--- src/rtl/level_hs_tx_if.sv ---
// level_hs_tx_if: local valid/ready, CDC req/ack/data and status signals of level_hs_tx
interface level_hs_tx_if #(
  parameter int NB_DATA  = 8,
  parameter int NB_COUNT = 16
);
  logic                i_valid;
  logic [NB_DATA-1:0]  i_data;
  logic                o_ready;
  logic [NB_DATA-1:0]  o_data;
  logic                o_req;
  logic                i_ack;
  logic                o_done;
  logic [NB_COUNT-1:0] o_xfer_count;
  logic                o_timeout;
  logic                o_ack_err;
  modport master (
    input  i_valid, i_data, i_ack,
    output o_ready, o_data, o_req, o_done, o_xfer_count, o_timeout, o_ack_err
  );
  modport slave (
    output i_valid, i_data, i_ack,
    input  o_ready, o_data, o_req, o_done, o_xfer_count, o_timeout, o_ack_err
  );
endinterface

--- src/rtl/level_hs_tx.sv ---
// level_hs_tx: source-side sender of a 4-phase level req/ack CDC handshake with held data word
module level_hs_tx #(
  parameter int NB_DATA        = 8,
  parameter int NB_COUNT       = 16,
  parameter int TIMEOUT_CYCLES = 1024
) (
  input logic           i_clock,
  input logic           i_reset,
  level_hs_tx_if.master hs
);
  localparam int NB_T = TIMEOUT_CYCLES > 0 ? $clog2(TIMEOUT_CYCLES + 1) : 1;
  localparam logic [NB_T-1:0] T_MAX = NB_T'(TIMEOUT_CYCLES);
  typedef enum logic [1:0] {IDLE, WAIT_ACK_HI, WAIT_ACK_LO} state_t;
  state_t          state, state_n;
  logic [1:0]      ack_sync;
  logic            ack_s, accept, waiting, hit, done_n;
  logic [NB_T-1:0] t_cnt, t_cnt_n;
  assign ack_s      = ack_sync[1];
  assign hs.o_ready = state == IDLE;
  assign accept     = hs.i_valid && state == IDLE;
  assign waiting    = state != IDLE;
  always_comb begin
    state_n = state;
    case (state)
      IDLE:        state_n = hs.i_valid ? WAIT_ACK_HI : IDLE;
      WAIT_ACK_HI: state_n = ack_s ? WAIT_ACK_LO : WAIT_ACK_HI;
      WAIT_ACK_LO: state_n = ack_s ? WAIT_ACK_LO : IDLE;
      default:     state_n = IDLE;
    endcase
  end
  // wait-state dwell counter: restarts on any state change, saturates at the limit
  always_comb begin
    t_cnt_n = (state_n != state || !waiting) ? '0 : (t_cnt == T_MAX ? t_cnt : t_cnt + 1'b1);
    hit     = TIMEOUT_CYCLES > 0 && waiting && state_n == state && t_cnt_n == T_MAX;
    done_n  = state == WAIT_ACK_LO && state_n == IDLE;
  end
  always_ff @(posedge i_clock or posedge i_reset) begin
    if (i_reset) begin
      state           <= IDLE;
      ack_sync        <= '0;
      t_cnt           <= '0;
      hs.o_data       <= '0;
      hs.o_req        <= 1'b0;
      hs.o_done       <= 1'b0;
      hs.o_xfer_count <= '0;
      hs.o_timeout    <= 1'b0;
      hs.o_ack_err    <= 1'b0;
    end else begin
      state           <= state_n;
      ack_sync        <= {ack_sync[0], hs.i_ack};
      t_cnt           <= t_cnt_n;
      hs.o_data       <= accept ? hs.i_data : hs.o_data;
      hs.o_req        <= state_n == WAIT_ACK_HI;
      hs.o_done       <= done_n;
      hs.o_xfer_count <= hs.o_xfer_count + NB_COUNT'(done_n);
      hs.o_timeout    <= hs.o_timeout | hit;
      hs.o_ack_err    <= hs.o_ack_err | (state == IDLE && ack_s);
    end
  end
endmodule

--- src/flat_wrapper.sv ---
// flat-port wrapper written by rule: the top's interface ports become plain ports
module level_hs_tx_flat 
#(
  parameter int NB_DATA        = 8,
  parameter int NB_COUNT       = 16,
  parameter int TIMEOUT_CYCLES = 1024
)
  (i_clock, i_reset, hs_i_valid, hs_i_data, hs_i_ack, hs_o_ready, hs_o_data, hs_o_req, hs_o_done, hs_o_xfer_count, hs_o_timeout, hs_o_ack_err);
  level_hs_tx_if #(.NB_DATA(NB_DATA), .NB_COUNT(NB_COUNT)) hs_i ();
  input logic i_clock;
  input logic i_reset;
  input wire logic [$bits(hs_i.i_valid)-1:0] hs_i_valid;
  input wire logic [$bits(hs_i.i_data)-1:0] hs_i_data;
  input wire logic [$bits(hs_i.i_ack)-1:0] hs_i_ack;
  output wire logic [$bits(hs_i.o_ready)-1:0] hs_o_ready;
  output wire logic [$bits(hs_i.o_data)-1:0] hs_o_data;
  output wire logic [$bits(hs_i.o_req)-1:0] hs_o_req;
  output wire logic [$bits(hs_i.o_done)-1:0] hs_o_done;
  output wire logic [$bits(hs_i.o_xfer_count)-1:0] hs_o_xfer_count;
  output wire logic [$bits(hs_i.o_timeout)-1:0] hs_o_timeout;
  output wire logic [$bits(hs_i.o_ack_err)-1:0] hs_o_ack_err;
  assign hs_i.i_valid = hs_i_valid;
  assign hs_i.i_data = hs_i_data;
  assign hs_i.i_ack = hs_i_ack;
  assign hs_o_ready = hs_i.o_ready;
  assign hs_o_data = hs_i.o_data;
  assign hs_o_req = hs_i.o_req;
  assign hs_o_done = hs_i.o_done;
  assign hs_o_xfer_count = hs_i.o_xfer_count;
  assign hs_o_timeout = hs_i.o_timeout;
  assign hs_o_ack_err = hs_i.o_ack_err;
  level_hs_tx #(.NB_DATA(NB_DATA), .NB_COUNT(NB_COUNT), .TIMEOUT_CYCLES(TIMEOUT_CYCLES)) u_core (.i_clock(i_clock), .i_reset(i_reset), .hs(hs_i));
endmodule
--- config.mk ---
export PLATFORM = sky130hd
export DESIGN_NAME = level_hs_tx_flat
export DESIGN_NICKNAME = d
export VERILOG_FILES = /design/src/rtl/level_hs_tx_if.sv /design/src/rtl/level_hs_tx.sv /design/src/flat_wrapper.sv
export SDC_FILE = /design/constraint.sdc
export NUM_CORES = 1
export LEC_CHECK = 0
export BUFFER_PORTS_ARGS = -buffer_cell sky130_fd_sc_hd__buf_4
export CORE_ASPECT_RATIO = 0.8
export CORE_MARGIN = 2
export CORE_UTILIZATION = 53
export DETAILED_ROUTE_END_ITERATION = 10
export HOLD_SLACK_MARGIN = 0.12
export PLACE_DENSITY = 0.83
export SLEW_MARGIN = 5
export SYNTH_ARGS = -nofsm -noshare
export SYNTH_HDL_FRONTEND = slang
export SYNTH_SLANG_ARGS = --single-unit
--- constraint.sdc ---
create_clock -name i_clock -period 2.2 [get_ports i_clock]
set_input_delay 0.22 -clock i_clock [delete_from_list [all_inputs] [get_ports i_clock]]
set_output_delay 0.22 -clock i_clock [all_outputs]
set_load 0.03 [all_outputs]
==> impl_metrics.py, run 1 <==
metrics = {
    "sta": {
        "totalNegativeSetupSlack_ns": 0,
        "finalMaxSlewViolations": 0,
        "grt_setup_unrepaired": "no",
        "hold_viol": 0,
        "fmax_mhz": 500,
        "final_period_minus_worst_setup_slack_ns": 2.00,
        "tightestPinTransition_ns": 0.522,
        "setup-violations-final": 0,
        "skew_ns": 0.00599,
        "final.period_utilization_pct": 90.9,
        "slew-limit-headroom_pct": 65.2,
    },
    "global_routing": {
        "track_usage_pct": 20.7,
        "grt_first_pass_wirelength_um": 6530,
        "grt_start_max_net_pins": 44,
        "first_global_vias": 1426,
        "global_route.overflow_total": 0,
        "antenna_found_initial": 0,
    },
    "setup_path": {
        "critical_path_class": "reg -> reg",
        "max_stage_delay_ns": 0.47,
        "cp.buffers_inverters": 0,
        "startpoint_type": "flip-flop",
        "cp_top_family": "compound AO/OA/AOI/OAI gates",
        "worst_path_max_delay_cell": "dfrtp_1",
        "setup.worst_path.end_class": "flip-flop",
        "worst_ep_arrival_time_ns": 2.19,
        "worst-endpoint-required_ns": 2.39,
        "timing.critical_path.cells": "ha_1 > nand3_1 > or3_1 > a211oi_2 > a21oi_1 > a41o_1",
        "critical_path_peak_fanout": 8,
    },
    "power_and_ir_drop": {
        "intPower_mw": 1.50,
        "max-vdd-ir-drop_v": 0.000602,
        "power-per-cell-area_nw_per_um2": 917,
        "cellLeakagePower_nw": 1.14,
        "sw_frac_of_total_pct": 32.3,
        "pwr-share-clk_pct": 29.1,
        "power.net_switching_uw": 714,
        "pwr-share-seq_pct": 44.6,
        "fin_total_pwr_mw": 2.21,
        "comb_power_share_pct": 26.3,
    },
    "detailed_routing": {
        "postRouteWirelength_um": 4150,
        "via_per_inst": 5.79,
        "post-route-drc-count": 0,
        "detail_route.first_pass.iterations": 4,
        "route.vias.total": 1500,
        "ant_nets": 0,
        "routed_wirelength_normalized_by_instance_count_um": 16.0,
        "detail_route.iter0.violations": 156,
    },
    "placement": {
        "place_hpwl_um": 2950,
        "dpl-instance-area_um2": 2270,
        "gpl.final_weighted_congestion": 0.877,
        "place.port_buffers": 40,
    },
    "finish": {
        "drive_above_1_share_pct": 28.6,
        "fillers": 251,
        "finish.instance_area_um2": 2410,
        "final_core_util_pct": 69.1,
        "area_growth_pct": 23.1,
        "nets": 232,
        "diodes": 0,
    },
    "clock_tree": {
        "clk_transition_reported_paths_ns": 0.08,
        "worstSkewPairLatency_ns": 0.30,
        "cts.root.buffer_cell": "clkbuf_8",
        "clock_sinks": 43,
        "setup_fix_buffers_added_after_clock_tree_synthesis": 0,
        "htreeDepth": 2,
        "cts_tree": "built",
        "cts_buffer_depth": 2,
        "cts-buffers-inserted": 5,
    },
    "logic_synthesis": {
        "ys.warnings.count": 0,
        "synth_async_sr_flop_share_pct": 100,
        "synthesis.area_per_instance_um2": 11.5,
        "ys.flop_type": "dfrtp_1",
        "post_synth_net_total": 187,
        "synth.distinct_cells": 33,
        "syn_area_um2": 1960,
        "synth.ff_latch_count": 43,
        "portion_of_the_post_synthesis_area_used_by_sequential_elements_pct": 54.8,
        "number_of_enable_flip_flop_cells_after_synthesis": 0,
        "post_synth_inst_count": 171,
    },
    "floorplanning": {
        "initial_core_utilization_pct": 56.1,
        "die_width_um": 72.0,
        "ioPinCount": 41,
        "site_row_count": 19,
        "die_area_um2": 4210,
        "die_h_um": 58.4,
        "placeableCoreArea_um2": 3490,
    },
    "flow_run": {
        "maxCapViolations": 0,
    },
    "status": {
        "run_status": "completed",
    },
    "min_path": {
        "timing.hold.worst.class": "in -> reg",
    },
}
==> worst paths after layout <==
check | cells past startpoint | start | slack [ns] | endpoint
setup / recovery | 6 | u_core.t_cnt[1] | 0.20 | u_core.hs.o_timeout
hold / removal | 2 | hs_i_data[5] | 0.15 | u_core.hs.o_data[5]
setup reg to reg | 6 | u_core.t_cnt[1] | 0.20 | u_core.hs.o_timeout
hold reg to reg | 0 | u_core.ack_sync[0] | 0.37 | u_core.ack_sync[1]
max in group asynchronous | 4 | i_reset | 1.22 | u_core.hs.o_data[3]
min in group asynchronous | 4 | i_reset | 0.62 | u_core.hs.o_xfer_count[8]
==> worst register-to-register path, stage by stage, from the launching register on <==
cell and delay (ns):
dfrtp_1 0.47, ha_1 0.36, nand3_1 0.14, or3_1 0.34
a211oi_2 0.26, a21oi_1 0.09, a41o_1 0.23
==> per-layer routing <==
| metal | global-route usage, % | routed length (um) |
|---|---|---|
| met5 | 0 | 0 |
| met4 | 9.16 | 104 |
| met3 | 5.14 | 258 |
| met2 | 35.8 | 2110 |
| met1 | 24.7 | 1680 |
==> flip-flops by register name (all words and copies together) (netlist names) <==
register,cells
u_core.hs.o_timeout,1
u_core.ack_sync,2
u_core.hs.o_data,8
u_core.hs.o_done,1
u_core.hs.o_req,1
u_core.hs.o_xfer_count,16
u_core.state,2
u_core.hs.o_ack_err,1
u_core.t_cnt,11
==> repair_timing <==
action | in CTS | in global routing
hold endpoints to repair | 44 | 0
setup endpoints to repair | 0 | 0
gates resized for setup | 0 | 0
hold buffers | 2 | 0
==> cell usage in the layout (no fill, tap or decap), types with 2 or more instances in the layout <==
cell type / count
nor2b_1: 2
o22ai_1: 2
inv_1: 5
ha_1: 4
nand3_1: 10
nand2b_1: 5
xnor2_1: 14
nor3_1: 3
buf_4: 41
a21oi_1: 3
dlygate4sd3_1: 2
xor2_1: 9
clkbuf_8: 6
nand4_1: 7
o21ai_0: 2
nor4b_1: 2
nor2_1: 18
mux2_2: 10
nand2_1: 9
dfrtp_1: 43
and3_1: 5
==> power groups by stage <==
stage | combinational [mW] | clock, mW | sequential [mW]
after floorplan | 0.179 | 0 | 1.17
after global placement | 0.558 | 0 | 0.989
after detailed placement | 0.583 | 0 | 1.00
after CTS | 0.587 | 0.653 | 0.989
after global routing | 0.617 | 0.690 | 1.00
final | 0.581 | 0.645 | 0.988
==> stage by stage <==
stage | hold slack (ns) | setup WS, ns | std cells
after floorplan | 0.251 | 0.366 | 171
after global placement | 0.333 | 0.347 | 249
after detailed placement | 0.340 | 0.286 | 249
after CTS | 0.147 | 0.246 | 259
after global routing | 0.144 | 0.0159 | 259
final | 0.154 | 0.201 | 259
==> logic make-up (layout without fill, tap and decap cells) <==
| family | Yosys count | in the layout | share of synthesized area, % |
|---|---|---|---|
| simple gates | 66 | 66 | 17.7 |
| flops | 43 | 43 | 54.8 |
| xor+xnor | 23 | 23 | 10.3 |
| compound gates | 14 | 14 | 4.97 |
| mux | 11 | 11 | 6.25 |
| buf+inv | 10 | 56 | 3.44 |
| fa+ha+maj | 4 | 4 | 2.55 |
==> Yosys cell counts (all sizes together) (2+ instances only) <==
cell | number | area, um2
mux2 | 10 | 113
and3 | 5 | 31.3
nand2 | 9 | 33.8
nand4 | 8 | 56.3
o21ai | 2 | 10.0
dfrtp | 43 | 1080
o22ai | 2 | 12.5
a211oi | 2 | 20.0
ha | 4 | 50.1
nand3 | 10 | 50.1
a21oi | 3 | 15.0
nor3 | 3 | 15.0
clkbuf | 5 | 48.8
nor2 | 18 | 67.6
nor2b | 2 | 12.5
nor4b | 2 | 17.5
inv | 5 | 18.8
and4 | 2 | 18.8
nand2b | 5 | 31.3
xor2 | 9 | 78.8
xnor2 | 14 | 123
==> cell type report <==
class | count | area [um2] | share of cell area, %
repair buffers | 43 | 328 | 13.6
clock inverters | 2 | 38.8 | 1.61
well taps | 42 | 52.6 | 2.18
clock buffers | 6 | 82.6 | 3.42
multi-input cells | 118 | 818 | 33.9
inverters | 5 | 18.8 | 0.777
flip-flops and latches | 43 | 1080 | 44.6
(Power assumes the default switching activity.)
==> run 2: changes to the inputs <==
REMOVE_ABC_BUFFERS = 1   (was not set)
==> impl_metrics.py, run 2 (synthesis results as in run 1) <==
metrics = {
    "detailed_routing": {
        "post-route-drc-count": 0,
        "detail_route.first_pass.iterations": 4,
        "route.vias.total": 1442,
        "ant_nets": 0,
        "via_per_inst": 5.59,
        "postRouteWirelength_um": 3920,
        "routed_wirelength_normalized_by_instance_count_um": 15.2,
        "detail_route.iter0.violations": 124,
    },
    "finish": {
        "final_core_util_pct": 68.1,
        "final_cell_count_no_fill": 258,
        "layout_top_registers": "u_core.hs.o_xfer_count: 16 flops, u_core.t_cnt: 11 flops, u_core.hs.o_data: 8 flops",
        "fillers": 239,
        "nets": 232,
        "diodes": 0,
        "drive_above_1_share_pct": 28.2,
        "final_cell_mix": "43 x dfrtp_1, 41 x buf_4, 18 x nor2_1",
        "number_of_flip_flops_under_the_largest_register_name": 16,
        "largest-register": "u_core.hs.o_xfer_count",
        "commonest_non_fill_non_tap_cell_in_the_layout": "dfrtp_1",
        "seq_area_um2": 1080,
        "area_growth_pct": 21.4,
        "multi_input_area_um2": 818,
    },
    "sta": {
        "grt_setup_unrepaired": "no",
        "final_period_minus_worst_setup_slack_ns": 2.00,
        "fmax_mhz": 499,
        "final.period_utilization_pct": 91.1,
        "tightestPinTransition_ns": 0.529,
        "final.hold.worst_slack_ns": 0.154,
        "skew_ns": 0.00537,
        "setup-violations-final": 0,
        "slew-limit-headroom_pct": 64.7,
        "finalMaxSlewViolations": 0,
        "hold_viol": 0,
        "totalNegativeSetupSlack_ns": 0,
    },
    "min_path": {
        "timing.hold.worst.class": "in -> reg",
        "whs_path_depth": 2,
        "whs_endpoint": "u_core.hs.o_data[2]",
        "hp-start": "hs_i_data[2]",
    },
    "global_routing": {
        "grt_start_max_net_pins": 44,
        "grt_first_pass_wirelength_um": 6470,
        "global_route.overflow_total": 0,
        "antenna_found_initial": 0,
        "track_usage_pct": 20.4,
        "first_global_vias": 1448,
    },
    "power_and_ir_drop": {
        "max-vdd-ir-drop_v": 0.000670,
        "fin_total_pwr_mw": 2.06,
        "power-per-cell-area_nw_per_um2": 867,
        "cellLeakagePower_nw": 1.13,
    },
    "floorplanning": {
        "ioPinCount": 41,
        "die_h_um": 58.4,
        "die_width_um": 72.0,
        "site_row_count": 19,
        "placeableCoreArea_um2": 3490,
        "die_area_um2": 4210,
        "initial_core_utilization_pct": 56.1,
    },
    "setup_path": {
        "critical_path_peak_fanout": 7,
        "rrSetupSlack_ns": 0.20,
        "worstReg2RegStart": "u_core.t_cnt[0]",
        "critical_path_class": "reg -> reg",
        "worst_ep_arrival_time_ns": 2.19,
        "reg2reg_capture_point": "u_core.hs.o_timeout",
        "setup.worst_path.end_class": "flip-flop",
        "startpoint_type": "flip-flop",
        "worst-endpoint-required_ns": 2.38,
        "worst-r2r-cell-count": 7,
    },
    "clock_tree": {
        "cts_buffer_depth": 2,
        "worstSkewPairLatency_ns": 0.30,
        "cts_tree": "built",
        "clock_sinks": 43,
        "cts.root.buffer_cell": "clkbuf_8",
        "htreeDepth": 2,
        "cts-buffers-inserted": 5,
        "clk_transition_reported_paths_ns": 0.07,
        "setup_fix_buffers_added_after_clock_tree_synthesis": 0,
    },
    "placement": {
        "place_hpwl_um": 2830,
        "place.port_buffers": 40,
        "gpl.final_weighted_congestion": 0.955,
        "post_place_cells": 249,
    },
    "flow_run": {
        "maxCapViolations": 0,
    },
    "status": {
        "run_status": "completed",
    },
}
-- run 2: what timing repair did --
item                                    in CTS  in global routing
endpoints found under the hold margin       44                  0
endpoints found under the setup margin       0                  0
resized for setup                            0                  0
hold buffers                                 2                  0
-- run 2: final cells by class --
class	count	area share, %
sequential	43	45.2
clock inverter	1	0.210
tap	42	2.21
multi-input combinational	118	34.4
inverter	5	0.788
clock buffer	6	3.47
timing repair buffer	43	13.8
-- run 2: power breakdown --
group          leakage [nW]  switching (mW)  internal, mW
Clock                0.0470           0.250         0.246
Combinational         0.516           0.346         0.231
Sequential            0.562          0.0959         0.896
Total                  1.13           0.692          1.37
-- run 2: critical path, cell delays in order (launching register included) --
cell	delay, ns
dfrtp_1	0.46
inv_1	0.14
ha_1	0.15
nor4b_1	0.38
nand3_1	0.28
o2111ai_1	0.19
o22ai_1	0.10
a41o_1	0.19
-- run 2: how the worst max path moves through the flow --
stage / from / to / slack, ns / cells past startpoint
final: u_core.t_cnt[0] / u_core.hs.o_timeout / 0.20 / 7
after global routing: u_core.state[0] / u_core.hs.o_xfer_count[10] / 0.11 / 7
after global placement: u_core.state[0] / u_core.hs.o_xfer_count[10] / 0.35 / 7
after detailed placement: u_core.state[0] / u_core.hs.o_xfer_count[10] / 0.26 / 7
after CTS: u_core.t_cnt[0] / u_core.hs.o_timeout / 0.24 / 7
after floorplan: u_core.state[0] / u_core.hs.o_data[0] / 0.48 / 3
-- run 2: layer usage --
layer  track usage (%)  wire length (um)  vias up
met5                 0                 0        -
met4              8.89                66        0
met3              7.36               209       11
met2              32.5              1920       56
met1              25.5              1720      698
li1                  -                 -      677
-- run 2: through the flow --
| step | worst slack, ns | cell area (um2) |
|---|---|---|
| 5_1_grt | 0.114 | 2380 |
| 3_5_place_dp | 0.260 | 2270 |
| 3_3_place_gp | 0.353 | 2270 |
| 2_1_floorplan | 0.476 | 1910 |
| 6_report | 0.197 | 2380 |
| 4_1_cts | 0.242 | 2380 |
